===== src/rtl/dct_1d_stage.sv =====
// dct_1d_stage: 1x8 1D-DCT stage (row pass on unsigned pixels, column pass on
// signed stage-1 output). A double-buffered input lock feeds a 5-stage even/odd
// butterfly engine that emits F0..F7, one coefficient per clock.
// Optional build macro: DCT_1D_ROUND_EN (round half away from zero in S5;
// when undefined the magnitude is truncated toward zero).
module dct_1d_stage #(
  parameter int IN_WIDTH        = 8,
  parameter int IN_FRACT_WIDTH  = 0,
  parameter bit SIGNED_IN       = 1'b0,
  parameter int OUT_FRACT_WIDTH = 8,
  localparam int OUT_W = IN_WIDTH - IN_FRACT_WIDTH + 2 + OUT_FRACT_WIDTH,
  localparam int TD_W  = ((OUT_W + 7) / 8) * 8
) (
  input  logic                clk_i,
  input  logic                rst_i,
  input  logic [IN_WIDTH-1:0] video_i_tdata,
  input  logic                video_i_tvalid,
  input  logic                video_i_tlast,
  input  logic                video_i_tuser,
  output logic                video_i_tready,
  output logic [TD_W-1:0]     dct_o_tdata,
  output logic [TD_W/8-1:0]   dct_o_tkeep,
  output logic [TD_W/8-1:0]   dct_o_tstrb,
  output logic                dct_o_tvalid,
  output logic                dct_o_tlast,
  output logic                dct_o_tuser,
  input  logic                dct_o_tready
);

  // Coefficients ck = 0.5*cos(k*pi/16) in signed Q0.24; quantisation error stays
  // far below one output LSB even with all four products at full scale.
  localparam int CF     = 24;
  localparam int COEF_W = 24;
  localparam int A_W    = IN_WIDTH + 1;           // butterfly sum/difference
  localparam int P_W    = A_W + COEF_W;           // full-precision product
  localparam int Q_W    = P_W + 1;                // pairwise sum
  localparam int S_W    = P_W + 2;                // final sum
  localparam int SH     = IN_FRACT_WIDTH + CF - OUT_FRACT_WIDTH; // must be >= 1

  localparam logic signed [COEF_W-1:0] C1 = 24'sd8227423;
  localparam logic signed [COEF_W-1:0] C2 = 24'sd7750063;
  localparam logic signed [COEF_W-1:0] C3 = 24'sd6974873;
  localparam logic signed [COEF_W-1:0] C4 = 24'sd5931642;
  localparam logic signed [COEF_W-1:0] C5 = 24'sd4660461;
  localparam logic signed [COEF_W-1:0] C6 = 24'sd3210181;
  localparam logic signed [COEF_W-1:0] C7 = 24'sd1636536;

`ifdef DCT_1D_ROUND_EN
  localparam logic signed [S_W-1:0] POS_BIAS = S_W'(1) <<< (SH - 1);
  localparam logic signed [S_W-1:0] NEG_BIAS = POS_BIAS - S_W'(1);
`else
  localparam logic signed [S_W-1:0] POS_BIAS = '0;
  localparam logic signed [S_W-1:0] NEG_BIAS = (S_W'(1) <<< SH) - S_W'(1);
`endif

  typedef enum logic {IDLE, RUN} state_t;

  // Coefficient applied to butterfly term i for output k: even k use a_i,
  // odd k use d_i, so every coefficient is a plain 4-term dot product.
  function automatic logic [COEF_W-1:0] coef_of(input logic [2:0] k, input logic [1:0] i);
    logic signed [COEF_W-1:0] row [4];
    case (k)
      3'd0:    row = '{C4,  C4,  C4,  C4};
      3'd1:    row = '{C1,  C3,  C5,  C7};
      3'd2:    row = '{C2,  C6, -C6, -C2};
      3'd3:    row = '{C3, -C7, -C1, -C5};
      3'd4:    row = '{C4, -C4, -C4,  C4};
      3'd5:    row = '{C5, -C1,  C7,  C3};
      3'd6:    row = '{C6, -C2,  C2, -C6};
      default: row = '{C7, -C5,  C3, -C1};
    endcase
    return row[i];
  endfunction

  // Input locks
  logic [1:0][7:0][IN_WIDTH-1:0] lock_q, lock_d;
  logic [1:0] full_q, full_d, tuser_p_q, tuser_p_d, tlast_p_q, tlast_p_d;
  logic       wr_sel_q, wr_sel_d, rd_sel_q, rd_sel_d;
  logic [2:0] cnt_q, cnt_d, cur_q, cur_d;
  state_t     state_q, state_d;
  logic       lock_free, in_hs, advance, issue;
  logic [IN_WIDTH-1:0] samp_in;

  // Pipeline
  logic [4:0]                vld_pipe_q, vld_pipe_d;
  logic [3:0][A_W-1:0]       a1_q, a1_d, d1_q, d1_d, op2_q, op2_d;
  logic [2:0]                k1_q, k1_d;
  logic [3:0][COEF_W-1:0]    cf2_q, cf2_d;
  logic [3:0][P_W-1:0]       pr3_q, pr3_d;
  logic [1:0][Q_W-1:0]       ps4_q, ps4_d;
  logic [3:0]                user_q, user_d, last_q, last_d; // S1..S4 flags
  logic [TD_W-1:0]           tdata_q, tdata_d;
  logic                      tlast_q, tlast_d, tuser_q, tuser_d;

  // Unsigned samples are level-shifted by flipping the MSB (x - 2**(W-1)).
  assign samp_in = SIGNED_IN ? video_i_tdata
                             : {~video_i_tdata[IN_WIDTH-1], video_i_tdata[IN_WIDTH-2:0]};

  assign video_i_tready = !rst_i && !full_q[wr_sel_q];
  assign in_hs          = video_i_tvalid && video_i_tready;
  assign advance        = !vld_pipe_q[4] || dct_o_tready;
  assign issue          = advance && full_q[rd_sel_q];

  assign dct_o_tvalid = vld_pipe_q[4];
  assign dct_o_tdata  = tdata_q;
  assign dct_o_tlast  = tlast_q;
  assign dct_o_tuser  = tuser_q;
  assign dct_o_tkeep  = '1;
  assign dct_o_tstrb  = '1;

  // Write side: fill the write lock, replicating each sample forward so an
  // early tlast close leaves the tail edge-padded; close on 8th or tlast.
  always_comb begin
    lock_d    = lock_q;
    full_d    = full_q;
    tuser_p_d = tuser_p_q;
    tlast_p_d = tlast_p_q;
    wr_sel_d  = wr_sel_q;
    cnt_d     = cnt_q;
    if (in_hs) begin
      for (int j = 0; j < 8; j++)
        if (3'(j) >= cnt_q) lock_d[wr_sel_q][j] = samp_in;
      if (cnt_q == 3'd0) begin
        tuser_p_d[wr_sel_q] = video_i_tuser;
        tlast_p_d[wr_sel_q] = video_i_tlast;
      end else begin
        tuser_p_d[wr_sel_q] = tuser_p_q[wr_sel_q] | video_i_tuser;
        tlast_p_d[wr_sel_q] = tlast_p_q[wr_sel_q] | video_i_tlast;
      end
      if (cnt_q == 3'd7 || video_i_tlast) begin
        full_d[wr_sel_q] = 1'b1;
        wr_sel_d         = ~wr_sel_q;
        cnt_d            = 3'd0;
      end else begin
        cnt_d = cnt_q + 3'd1;
      end
    end
    if (lock_free) full_d[rd_sel_q] = 1'b0;
  end

  // Engine FSM: walk cur 0..7 over the read lock; free it at cur=7.
  always_comb begin
    state_d   = state_q;
    cur_d     = cur_q;
    rd_sel_d  = rd_sel_q;
    lock_free = 1'b0;
    case (state_q)
      IDLE: if (issue) begin
        cur_d   = 3'd1;
        state_d = RUN;
      end
      RUN: if (issue) begin
        if (cur_q == 3'd7) begin
          lock_free = 1'b1;
          rd_sel_d  = ~rd_sel_q;
          cur_d     = 3'd0;
          state_d   = full_q[~rd_sel_q] ? RUN : IDLE;
        end else begin
          cur_d = cur_q + 3'd1;
        end
      end
      default: state_d = IDLE;
    endcase
  end

  // Datapath S1..S5; every stage moves together on advance.
  always_comb begin
    logic signed [IN_WIDTH-1:0] xa, xb;
    logic signed [S_W-1:0]      sum;
    vld_pipe_d = vld_pipe_q;
    a1_d = a1_q;   d1_d = d1_q;   k1_d = k1_q;
    op2_d = op2_q; cf2_d = cf2_q; pr3_d = pr3_q; ps4_d = ps4_q;
    user_d = user_q; last_d = last_q;
    tdata_d = tdata_q; tlast_d = tlast_q; tuser_d = tuser_q;
    xa = '0;
    xb = '0;
    sum = S_W'($signed(ps4_q[0])) + S_W'($signed(ps4_q[1]));
    if (advance) begin
      vld_pipe_d = {vld_pipe_q[3:0], issue};
      for (int i = 0; i < 4; i++) begin
        xa       = $signed(lock_q[rd_sel_q][i]);
        xb       = $signed(lock_q[rd_sel_q][7-i]);
        a1_d[i]  = A_W'(xa) + A_W'(xb);
        d1_d[i]  = A_W'(xa) - A_W'(xb);
        op2_d[i] = k1_q[0] ? d1_q[i] : a1_q[i];
        cf2_d[i] = coef_of(k1_q, 2'(i));
        pr3_d[i] = P_W'($signed(op2_q[i])) * P_W'($signed(cf2_q[i]));
      end
      k1_d      = cur_q;
      user_d    = {user_q[2:0], issue && cur_q == 3'd0 && tuser_p_q[rd_sel_q]};
      last_d    = {last_q[2:0], issue && cur_q == 3'd7 && tlast_p_q[rd_sel_q]};
      ps4_d[0]  = Q_W'($signed(pr3_q[0])) + Q_W'($signed(pr3_q[1]));
      ps4_d[1]  = Q_W'($signed(pr3_q[2])) + Q_W'($signed(pr3_q[3]));
      tdata_d   = TD_W'((sum + (sum[S_W-1] ? NEG_BIAS : POS_BIAS)) >>> SH);
      tlast_d   = last_q[3];
      tuser_d   = user_q[3];
    end
  end

  // State registers with synchronous reset.
  always_ff @(posedge clk_i) begin
    if (rst_i) begin
      lock_q <= '0; full_q <= '0; tuser_p_q <= '0; tlast_p_q <= '0;
      wr_sel_q <= 1'b0; rd_sel_q <= 1'b0; cnt_q <= '0; cur_q <= '0;
      state_q <= IDLE;
      vld_pipe_q <= '0;
      a1_q <= '0; d1_q <= '0; k1_q <= '0; op2_q <= '0; cf2_q <= '0;
      pr3_q <= '0; ps4_q <= '0; user_q <= '0; last_q <= '0;
      tdata_q <= '0; tlast_q <= 1'b0; tuser_q <= 1'b0;
    end else begin
      lock_q <= lock_d; full_q <= full_d; tuser_p_q <= tuser_p_d; tlast_p_q <= tlast_p_d;
      wr_sel_q <= wr_sel_d; rd_sel_q <= rd_sel_d; cnt_q <= cnt_d; cur_q <= cur_d;
      state_q <= state_d;
      vld_pipe_q <= vld_pipe_d;
      a1_q <= a1_d; d1_q <= d1_d; k1_q <= k1_d; op2_q <= op2_d; cf2_q <= cf2_d;
      pr3_q <= pr3_d; ps4_q <= ps4_d; user_q <= user_d; last_q <= last_d;
      tdata_q <= tdata_d; tlast_q <= tlast_d; tuser_q <= tuser_d;
    end
  end

endmodule


===== config.mk =====
export PLATFORM = sky130hd
export DESIGN_NAME = dct_1d_stage
export DESIGN_NICKNAME = d
export VERILOG_FILES = /design/src/rtl/dct_1d_stage.sv
export SDC_FILE = /design/constraint.sdc
export NUM_CORES = 2
export LEC_CHECK = 0
export ABC_AREA = 1
export ABC_CLOCK_PERIOD_IN_PS = 5500
export CAP_MARGIN = 20
export CORE_UTILIZATION = 35
export DETAILED_ROUTE_END_ITERATION = 12
export DONT_BUFFER_PORTS = 1
export GPL_TIMING_DRIVEN = 0
export HOLD_SLACK_MARGIN = 0.12
export PLACE_DENSITY = 0.56
export SYNTH_ARGS = -nofsm -noshare
export SYNTH_HDL_FRONTEND = slang
export SYNTH_SLANG_ARGS = --single-unit

===== constraint.sdc =====
create_clock -name clk_i -period 5.5 [get_ports clk_i]
set_input_delay 1.1 -clock clk_i [delete_from_list [all_inputs] [get_ports clk_i]]
set_output_delay 1.1 -clock clk_i [all_outputs]
set_load 0.03 [all_outputs]

==> flow_metrics.env <==
export IMPL_synth_avg_cell_area_sq_um=7.532
export IMPL_fmax_mhz=184.0
export IMPL_synth_cell_types=61
export IMPL_hold_path_cell_count=2
export IMPL_placed_cell_area_sq_mm=0.06101
export IMPL_die_x_microns=409.3
export IMPL_grt_overflow=0
export IMPL_synth_common_cells="nand2_1 (1564), inv_1 (1529), fa_1 (674), dfxtp_1 (563), o21ai_0 (536)"
export IMPL_ios=48
export IMPL_clock_skew_final_ns=0.05390
export IMPL_relSlewSlack=0.1905
export IMPL_cp_common_cell="fa_1"
export IMPL_initial_core_util=0.3523
export IMPL_detail_route_antenna_nets=0
export IMPL_track_usage=0.2584
export IMPL_startpoint_type="flip-flop"
export IMPL_fin_util=0.4017
export IMPL_endpoint_kind="flip-flop"
export IMPL_cts_tree="built"
export IMPL_cts_buffers=61
export IMPL_cts_sinks=563
export IMPL_remaining_drc_errors=0
export IMPL_rows=149
export IMPL_holdPathEnd="op2_q[4]$_SDFFE_PP0P_"
export IMPL_setup_viol=0
export IMPL_timing_rr_start="op2_q[13]$_SDFFE_PP0P_"
export IMPL_finalHoldWorstSlack_ns=0.4309
export IMPL_hold_viol=0
export IMPL_ir_drop_mv=0.2856
export IMPL_period_share=0.9880
export IMPL_yosys_area_top_type="fa_1"
export IMPL_areaGrowthSynthToFinish_pct=14.00
export IMPL_antenna_found_initial=8
export IMPL_synth_area_top_cells="fa_1 (23%), dfxtp_1 (19%), ha_1 (10%)"
export IMPL_worstMarginPinSlew_ns=1.214
export IMPL_synth_most_common_cell="nand2_1"
export IMPL_cp_arrival_ns=6.06
export IMPL_gp_congestion=0.9907
export IMPL_ctsRootBufferMaster="clkbuf_16"
export IMPL_hold_class="flip-flop to flip-flop"
export IMPL_synth_warnings=0
export IMPL_vias_per_cell=5.177
export IMPL_fillCellCount=17151
export IMPL_grt_pass1_vias=51702
export IMPL_dp_hpwl_mm=177.5
export IMPL_fin_nets=8995
export IMPL_routedWlPerCell_microns=21.71
export IMPL_reg2reg_depth=29
export IMPL_via_count=52133
export IMPL_reg2reg_to="pr3_q[63]$_SDFFE_PP0P_"
export IMPL_portBuffers=0
export IMPL_p_total_mw=12.67
export IMPL_period_minus_slack_ns=5.434
export IMPL_synth_seq_cells=563
export IMPL_cap_violations=0
export IMPL_drive_gt1_frac=0.09288
export IMPL_die_area_sq_mm=0.1675
export IMPL_wirelength_mm=218.7
export IMPL_drtIter0Drc=4609
export IMPL_clk_pin_slew_ns=0.06
export IMPL_syn_area_sq_mm=0.05807
export IMPL_synth_top_area_share=0.2324
export IMPL_grt_pass1_wl_mm=326.9
export IMPL_max_stage_delay_ns=0.56
export IMPL_hold_start="d1_q[4]$_SDFFE_PP0P_"
export IMPL_p_per_area_mw_per_mm2=191.4
export IMPL_synth_edf_count=0
export IMPL_syn_inst=7710
export IMPL_cts_htree_levels=2
export IMPL_design_core_area_sq_mm=0.1648
export IMPL_crit_required_ns=6.13
export IMPL_grt_setup_unrepaired="true"
export IMPL_cts_buffer_depth=3
export IMPL_fp_dieH_microns=409.3
export IMPL_status="finished clean"
export IMPL_grt_max_degree=19
export IMPL_crit_path_top_delay_cell="fa_1"
export IMPL_yosysSeqAreaShare=0.1941
export IMPL_critPathMaxFanout=5
export IMPL_finalMaxSlewViolations=0
export IMPL_clk_latency_ns=0.69
export IMPL_crit_type="flip-flop to flip-flop"
export IMPL_synth_flop_cell="dfxtp_1"
export IMPL_r2r_slack_ns=0.07
export IMPL_leakagePower_nw=37.01
export IMPL_drtPass1Iterations=8
export IMPL_async_reset_ff_frac=0
export IMPL_final_area_sq_mm=0.06620
[through the flow]
stage	std cells	setup TNS, ns	setup WS, ns
floorplan	7715	0	0.01778
finish	10071	0	0.06623
CTS	10015	-0.3007	-0.1603
detailed placement	9914	-85.22	-1.883
global placement	9904	-101.62	-1.873
global route	10070	-0.6535	-0.1181
[area by class of cell]
type | count | area (sq um) | share of cell area
tap | 2189 | 2739 | 0.04138
multi-input combinational | 5240 | 40930 | 0.6183
antenna | 1 | 2.502 | 0.00003780
clock buffer | 82 | 1735 | 0.02622
sequential | 563 | 11530 | 0.1741
buffer | 292 | 1897 | 0.02865
timing repair buffer | 130 | 1162 | 0.01756
clock inverter | 33 | 404.1 | 0.006105
inverter | 1541 | 5801 | 0.08763
[routing by layer]
metal / share of wire / GRT usage / vias to the layer above
li1: - / - / 24242
met1: 0.43 / 0.3452 / 25677
met2: 0.46 / 0.4203 / 1822
met3: 0.062 / 0.02699 / 388
met4: 0.053 / 0.1160 / 4
met5: 0.00012 / 0 / -
[worst max path at each step]
| stage | startpoint | endpoint | depth (start not counted) |
|---|---|---|---|
| final | op2_q[13]$_SDFFE_PP0P_ | pr3_q[63]$_SDFFE_PP0P_ | 29 |
| after global routing | op2_q[13]$_SDFFE_PP0P_ | pr3_q[63]$_SDFFE_PP0P_ | 29 |
| after CTS | op2_q[12]$_SDFFE_PP0P_ | pr3_q[63]$_SDFFE_PP0P_ | 29 |
| after global placement | cf2_q[29]$_SDFFE_PP0P_ | pr3_q[63]$_SDFFE_PP0P_ | 30 |
| after detailed placement | cf2_q[29]$_SDFFE_PP0P_ | pr3_q[63]$_SDFFE_PP0P_ | 30 |
| after floorplan | op2_q[18]$_SDFFE_PP0P_ | pr3_q[91]$_SDFFE_PP0P_ | 23 |
[flip-flops by register name, summed over array words and instances, names as in the netlist, 5 cells and up]
name	count
pr3_q	132
lock_q	128
cf2_q	79
ps4_q	68
a1_q	36
op2_q	36
d1_q	32
dct_o_tdata	19
vld_pipe_q	5
[report_power, final]
group          leakage (nW)  switching [mW]  internal, mW
Sequential             4.64           0.385          4.38
Clock                  1.06            1.93          2.51
Combinational          31.3            2.24          1.22
Total                  37.0            4.56          8.11
[critical path, delay by kind of cell, from the launching register on]
family	cells	cell delay (ns)
AO/OA/AOI/OAI	5	0.59
adder cells (fa/ha/maj)	6	2.89
buffers and inverters	7	0.47
flip-flops	1	0.40
AND/OR/NAND/NOR	11	1.04
[cells by family (layout without fill, tap and decap cells)]
family                   Yosys count  in the layout  synth area share
XOR/XNOR                         208            208           0.03170
AO/OA/AOI/OAI                   1517           1517            0.1510
adder cells (fa/ha/maj)         1152           1152            0.3354
AND/OR/NAND/NOR                 2357           2357            0.1633
flip-flops                       563            563            0.1941
buffers and inverters           1912           2078            0.1245
other                              1              7        0.00006458
[placed cells by master, fill, tap and decap left out, drive strengths merged, types with 2 or more instances in the layout]
cell      synthesis  layout
nand2          1585    1585
inv            1537    1538
fa              674     674
dfxtp           563     563
o21ai           541     541
a21oi           534     534
ha              478     478
nor2            477     477
clkbuf          339     320
buf              32     184
nand3           177     177
o21bai          172     172
xor2            139     139
xnor2            69      69
o211ai           54      54
a31oi            50      50
nor3             33      33
or2              32      32
nand4            29      29
a211oi           28      28
o221ai           28      28
clkinv            4      27
a21o             23      23
a221oi           19      19
o21a             18      18
o31ai            17      17
nor4             14      14
a21boi           11      11
nand3b            8       8
a2111o            7       7
conb              1       6
bufinv            0       6
a31o              5       5
clkinvlp          0       3
o2111ai           3       3
o311ai            2       2
[what timing repair did]
action                     in CTS  in global routing
pin swaps                      48                105
hold buffers                    0                  0
buffers inserted               56                 64
setup endpoints to repair      90                 52
resized for setup             435                296
gates cloned                    0                  1
(Power assumes the default switching activity.)
